**src/rtl/aes_pkg.sv**
```systemverilog
// aes_pkg: shared AES-128 key-schedule definitions.
//   state_t  - key-schedule FSM encoding (IDLE / FWD / EMIT)
//   rcon()   - round-constant table, index 1..10 (0 and >10 read as 0)
//   gf_mul() - GF(2^8) multiply, AES polynomial x^8+x^4+x^3+x+1
package aes_pkg;

  typedef enum logic [1:0] {
    ST_IDLE,
    ST_FWD,
    ST_EMIT
  } state_t;

  function automatic logic [7:0] rcon(input logic [3:0] idx);
    logic [7:0] v;
    case (idx)
      4'd1:    v = 8'h01;
      4'd2:    v = 8'h02;
      4'd3:    v = 8'h04;
      4'd4:    v = 8'h08;
      4'd5:    v = 8'h10;
      4'd6:    v = 8'h20;
      4'd7:    v = 8'h40;
      4'd8:    v = 8'h80;
      4'd9:    v = 8'h1b;
      4'd10:   v = 8'h36;
      default: v = 8'h00;
    endcase
    return v;
  endfunction

  function automatic logic [7:0] gf_mul(input logic [7:0] a, input logic [7:0] b);
    logic [7:0] p;
    logic [7:0] x;
    logic [7:0] m;
    p = '0;
    x = a;
    m = b;
    for (int unsigned i = 0; i < 8; i++) begin
      if (m[0]) p = p ^ x;
      x = {x[6:0], 1'b0} ^ (x[7] ? 8'h1b : 8'h00);
      m = m >> 1;
    end
    return p;
  endfunction

endpackage

```
**src/rtl/key_step.sv**
```systemverilog
// key_step: one AES-128 key-schedule step, forward or inverse.
//   i_key  - current round key, bit 0 = MSB of byte 0
//   i_rcon - round constant for this step
//   i_inv  - 0: forward step, 1: inverse step
//   o_key  - next (or previous) round key
// A single 4-byte SubWord serves both directions; only its source word differs.
module key_step (
  input  logic [0:127] i_key,
  input  logic [7:0]   i_rcon,
  input  logic         i_inv,
  output logic [0:127] o_key
);

  logic [31:0] w_w0, w_w1, w_w2, w_w3;
  logic [31:0] w_src, w_rot, w_sub, w_t;
  logic [31:0] w_n0, w_n1, w_n2, w_n3;

  assign w_w0 = i_key[0:31];
  assign w_w1 = i_key[32:63];
  assign w_w2 = i_key[64:95];
  assign w_w3 = i_key[96:127];

  // inverse direction recovers the previous w3 first and feeds it to SubWord
  assign w_src = i_inv ? (w_w3 ^ w_w2) : w_w3;
  assign w_rot = {w_src[23:0], w_src[31:24]};

  for (genvar g = 0; g < 4; g++) begin : g_sub
    s_box u_sbox (
      .i_byte (w_rot[8*g +: 8]),
      .o_byte (w_sub[8*g +: 8])
    );
  end

  assign w_t = w_sub ^ {i_rcon, 24'h0};

  always_comb begin
    w_n0 = '0;
    w_n1 = '0;
    w_n2 = '0;
    w_n3 = '0;
    if (i_inv) begin
      w_n0 = w_w0 ^ w_t;
      w_n1 = w_w1 ^ w_w0;
      w_n2 = w_w2 ^ w_w1;
      w_n3 = w_w3 ^ w_w2;
    end else begin
      w_n0 = w_w0 ^ w_t;
      w_n1 = w_w1 ^ w_n0;
      w_n2 = w_w2 ^ w_n1;
      w_n3 = w_w3 ^ w_n2;
    end
    o_key = {w_n0, w_n1, w_n2, w_n3};
  end

endmodule

```
**src/rtl/s_box.sv**
```systemverilog
// s_box: combinational AES forward S-box.
//   i_byte - input byte
//   o_byte - substituted byte
// Computed as multiplicative inverse (x^254) followed by the AES affine map,
// rather than a 256-entry table.
module s_box
  import aes_pkg::*;
(
  input  logic [7:0] i_byte,
  output logic [7:0] o_byte
);

  logic [7:0] w_x2, w_x4, w_x8, w_x16, w_x32, w_x64, w_x128;
  logic [7:0] w_inv;

  always_comb begin
    w_x2   = gf_mul(i_byte, i_byte);
    w_x4   = gf_mul(w_x2, w_x2);
    w_x8   = gf_mul(w_x4, w_x4);
    w_x16  = gf_mul(w_x8, w_x8);
    w_x32  = gf_mul(w_x16, w_x16);
    w_x64  = gf_mul(w_x32, w_x32);
    w_x128 = gf_mul(w_x64, w_x64);
    // 2+4+8+16+32+64+128 = 254; 0 maps to 0 as required
    w_inv  = gf_mul(gf_mul(gf_mul(w_x2, w_x4), gf_mul(w_x8, w_x16)),
                    gf_mul(gf_mul(w_x32, w_x64), w_x128));
    o_byte = w_inv ^ {w_inv[6:0], w_inv[7]} ^ {w_inv[5:0], w_inv[7:6]}
                   ^ {w_inv[4:0], w_inv[7:5]} ^ {w_inv[3:0], w_inv[7:4]} ^ 8'h63;
  end

endmodule

```
**src/rtl/inv_key_sched.sv**
```systemverilog
// inv_key_sched: AES-128 decryption key scheduler.
// Expands the cipher key forward to round NR, then streams round keys
// NR down to 0 over a valid/ready handshake, stepping backwards in place.
//   clk, rst_n         - clock, synchronous active-low reset
//   start, cipher_key  - begin a schedule (sampled in IDLE only)
//   busy               - high whenever not IDLE
//   rk_valid, rk_ready - round-key handshake
//   rk_out, rk_round   - round key and its index
//   done               - one-cycle pulse after round 0 is accepted
module inv_key_sched
  import aes_pkg::*;
#(
  parameter int NR = 10
) (
  input  logic         clk,
  input  logic         rst_n,
  input  logic         start,
  input  logic [0:127] cipher_key,
  output logic         busy,
  output logic         rk_valid,
  input  logic         rk_ready,
  output logic [0:127] rk_out,
  output logic [3:0]   rk_round,
  output logic         done
);

  localparam logic [3:0] LAST_RND = 4'(NR);

  state_t       r_state;
  logic [0:127] r_key;
  logic [3:0]   r_cnt;
  logic [3:0]   r_round;
  logic         r_busy;
  logic         r_valid;
  logic         r_done;

  logic         w_inv;
  logic [7:0]   w_rcon;
  logic [0:127] w_next;

  // FWD and EMIT never overlap, so one key_step is shared between them
  assign w_inv  = (r_state == ST_EMIT);
  assign w_rcon = rcon(w_inv ? r_round : r_cnt);

  key_step u_step (
    .i_key  (r_key),
    .i_rcon (w_rcon),
    .i_inv  (w_inv),
    .o_key  (w_next)
  );

  always_ff @(posedge clk) begin
    if (!rst_n) begin
      r_state <= ST_IDLE;
      r_key   <= '0;
      r_cnt   <= '0;
      r_round <= '0;
      r_busy  <= 1'b0;
      r_valid <= 1'b0;
      r_done  <= 1'b0;
    end else begin
      r_done <= 1'b0;
      case (r_state)
        ST_IDLE: begin
          if (start) begin
            r_key   <= cipher_key;
            r_cnt   <= 4'd1;
            r_busy  <= 1'b1;
            r_state <= ST_FWD;
          end
        end
        ST_FWD: begin
          r_key <= w_next;
          r_cnt <= r_cnt + 4'd1;
          if (r_cnt == LAST_RND) begin
            r_round <= LAST_RND;
            r_valid <= 1'b1;
            r_state <= ST_EMIT;
          end
        end
        ST_EMIT: begin
          if (rk_ready) begin
            if (r_round != 4'd0) begin
              r_key   <= w_next;
              r_round <= r_round - 4'd1;
            end else begin
              r_valid <= 1'b0;
              r_busy  <= 1'b0;
              r_done  <= 1'b1;
              r_state <= ST_IDLE;
            end
          end
        end
        default: r_state <= ST_IDLE;
      endcase
    end
  end

  assign busy     = r_busy;
  assign rk_valid = r_valid;
  assign done     = r_done;
  // key_reg is non-zero in FWD and after a schedule; only expose it in EMIT
  assign rk_out   = r_valid ? r_key : '0;
  assign rk_round = r_round;

endmodule

```
**config.mk**
```make
export PLATFORM = sky130hd
export DESIGN_NAME = inv_key_sched
export DESIGN_NICKNAME = d
export VERILOG_FILES = /design/src/rtl/aes_pkg.sv /design/src/rtl/key_step.sv /design/src/rtl/s_box.sv /design/src/rtl/inv_key_sched.sv
export SDC_FILE = /design/constraint.sdc
export NUM_CORES = 2
export LEC_CHECK = 0
export CAP_MARGIN = 10
export CORE_UTILIZATION = 38
export DETAILED_ROUTE_END_ITERATION = 10
export DONT_BUFFER_PORTS = 1
export PLACE_DENSITY = 0.58
export SLEW_MARGIN = 25
export SYNTH_ARGS = -nofsm -noshare
export SYNTH_HDL_FRONTEND = slang
export SYNTH_SLANG_ARGS = --single-unit
```
**constraint.sdc**
```tcl
create_clock -name clk -period 24.1 [get_ports clk]
set_input_delay 4.82 -clock clk [delete_from_list [all_inputs] [get_ports clk]]
set_output_delay 4.82 -clock clk [all_outputs]
set_load 0.05 [all_outputs]
```
==> flow_summary.toml <==
[grt]
antenna_found_initial = 18
grt_start_max_net_pins = 151
grt_pass1_vias = 61700
grt_first_pass_wirelength_um = 364000
globalRouteOverflowTotal = 0
groute.usage.overall = 0.247

[worst_setup_path]
crit_path_start_kind = "register"
critical_path.max_stage_delay_ns = 0.79
critical_path.endpoint_type = "register"
worstPathMaxFanout = 150
worst-endpoint-required_ns = 24.51
r2r_slack_ns = 1.24
rr_worst_depth = 62
cp_data_arrival_time_ns = 23.27
most_used_cell_along_the_critical_path = "sky130_fd_sc_hd__xnor2_1"
slowest_stage = "sky130_fd_sc_hd__ha_1"
critPathKind = "register to register"

[sta]
timing.max_slew.rel_slack = 0.244
finalWorstPathRequiredPeriod_ns = 22.86
final_max_slew_viol_count = 0
worst-slew-pin-transition_ns = 1.13
setup_violations = 0
fmax_mhz = 43.7
fin_worst_skew_ns = 0.0180
rsz0062_at_grt = "no"
post-route-period-util = 0.949
tns_ns = 0
final-hold-violation-count = 0

[die]
die_area_um2 = 183000
dieWidth_um = 427
initial_utilization = 0.384
core_um2 = 179000
die_height_um = 427
top_level_pins = 267
fp-row-count = 155

[synthesis]
synth_edf_count = 0
synth.lib_cells_used.distinct = 127
yosysMostFrequentCell = "sky130_fd_sc_hd__xnor2_1"
yosys-top-cells-count = "sky130_fd_sc_hd__xnor2_1 (1885), sky130_fd_sc_hd__nor2_1 (1217), sky130_fd_sc_hd__nand2_1 (989)"
syn-instance-count = 9650
synth_nets = 9820
synth-main-ff-cell = "sky130_fd_sc_hd__dfxtp_1"
synth.largest_area_cell = "sky130_fd_sc_hd__xnor2_1"
portion_of_synthesized_cell_area_occupied_by_the_leading_cell_type = 0.240
synth.top_cells.by_area = "sky130_fd_sc_hd__xnor2_1 (24%), sky130_fd_sc_hd__xnor3_1 (7.6%), sky130_fd_sc_hd__xor2_1 (7.3%), sky130_fd_sc_hd__nor2_1 (6.6%), sky130_fd_sc_hd__nand2_1 (5.4%)"
synth_async_sr_flop_share = 0
synth_seq_cells = 141
post_synth_instance_area_um2 = 68800
post_synth.cell_area_avg_um2 = 7.13
sequential_to_total_area_share_from_yosys_stat = 0.0410
synth.yosys.warnings = 0

[placement]
dp_hpwl_um = 175000
port-buffer-count = 0
place_congestion = 0.953

[clock_network]
ctsRootBufferMaster = "sky130_fd_sc_hd__clkbuf_16"
cts.path.max_buffers = 2
clock_sinks = 141
cts_made_buffers = 17
clk_transition_reported_paths_ns = 0.07
ctsHtreeMaxLevel = 4
cts_hold_buffers_added = 0
cts_tree = "built"
worst_skew_pair.late_latency_ns = 0.50

[outcome]
run_status = "finished, final reports clean"

[cells_and_area]
area.growth.synth_to_final_pct = 4.41
layout.nets = 9415
drive_above_1_share = 0.0760

[route]
detailedRoute.firstIterationViolations = 5863
antenna_left = 0
drt-wirelength-per-cell_um = 20.4
vias = 67200
post-route-drc-count = 0
drt_first_pass_iters = 6
vias_per_inst = 5.78
postRouteWirelength_um = 238000

[worst_hold_path]
timing.hold.worst_path_depth = 2
min_delay_path_class = "register to register"

[flow_run]
maxCapViolCount = 0
==> cells by family after synthesis <==
kind of cell / count (synthesis) / synth area share
AOI/OAI and AO/OA: 1991 / 0.189
DFF: 141 / 0.0410
muxes: 244 / 0.0370
and+or+nand+nor: 3485 / 0.232
xor gates and xnor gates: 2875 / 0.440
adders and majority gates: 41 / 0.00735
buffers and inverters: 873 / 0.0540
==> through the flow <==
stage | instance area [um^2] | hold slack, ns | utilization | cells | setup WS, ns
after detailed placement | 71100 | 0.511 | 0.397 | 11600 | 1.20
after global placement | 71000 | 0.491 | 0.396 | 11600 | 1.14
final | 71800 | 0.527 | 0.401 | 11600 | 1.24
after CTS | 71600 | 0.521 | 0.400 | 11600 | 1.03
after global routing | 71800 | 0.555 | 0.401 | 11600 | 0.0534
after floorplan | 68800 | 0.451 | - | 9650 | 3.05
==> sequential cells by signal (all words and copies together), names as in the netlist <==
signal / flops
r_cnt: 4
rk_round: 4
r_state: 2
busy: 1
done: 1
rk_valid: 1
r_key: 128
==> worst max-delay path: cells and delay by family (launching register included) <==
kind	cells	cell delay, ns
adder cells (fa/ha/maj)	6	3.33
multiplexers	3	0.65
AND/OR/NAND/NOR	9	1.48
XOR/XNOR	23	10.32
flip-flops	1	0.33
buffers and inverters	9	2.67
AO/OA/AOI/OAI	12	3.55
==> routing by layer <==
layer / vias up / track usage / share of wire / routed length (um)
met3: 429 / 0.0140 / 0.048 / 11300
li1: 32200 / - / - / -
met5: - / 0 / 0 / 0
met2: 2303 / 0.407 / 0.47 / 111000
met4: 0 / 0.150 / 0.062 / 14800
met1: 32300 / 0.316 / 0.42 / 100000
==> worst paths after layout <==
kind                                  from   endpoint
worst min-delay path              r_key[1]   r_key[1]
worst min register to register    r_key[1]   r_key[1]
worst max register to register  r_state[0]  r_key[55]
worst max-delay path            r_state[0]  r_key[55]
==> layout by cell type (no fill, tap or decap), types with 87 or more instances in the layout <==
cell / n
sky130_fd_sc_hd__mux2i_1: 179
sky130_fd_sc_hd__o21ai_0: 425
sky130_fd_sc_hd__nand2b_1: 113
sky130_fd_sc_hd__o211ai_1: 89
sky130_fd_sc_hd__nor2_1: 1217
sky130_fd_sc_hd__buf_4: 268
sky130_fd_sc_hd__inv_1: 155
sky130_fd_sc_hd__nand3_1: 229
sky130_fd_sc_hd__nor2b_1: 91
sky130_fd_sc_hd__nand2_1: 989
sky130_fd_sc_hd__xnor3_1: 232
sky130_fd_sc_hd__and3_1: 98
sky130_fd_sc_hd__xnor2_2: 145
sky130_fd_sc_hd__nor3_1: 255
sky130_fd_sc_hd__a21oi_1: 558
sky130_fd_sc_hd__a31oi_1: 87
sky130_fd_sc_hd__dfxtp_1: 140
sky130_fd_sc_hd__xor2_1: 560
sky130_fd_sc_hd__and2_1: 202
sky130_fd_sc_hd__xnor2_1: 1847
sky130_fd_sc_hd__o22ai_1: 99
==> layout make-up <==
cell class                 count  area (um^2)
inverter                     178          676
sequential                   141         2830
multi-input combinational   8636        62700
clock buffer                  18          429
timing repair buffer         271         2060
antenna                       26         65.1
tap                         2355         2950
fill                       18700       107000
clock inverter                14          138
==> repair_timing <==
action | in CTS | in global routing
setup buffers | 0 | 0
gates resized for setup | 0 | 2
setup endpoints to repair | 0 | 15
Power is not shown: default switching activity piles up to over one toggle a cycle in this logic, so the estimate is an artifact.
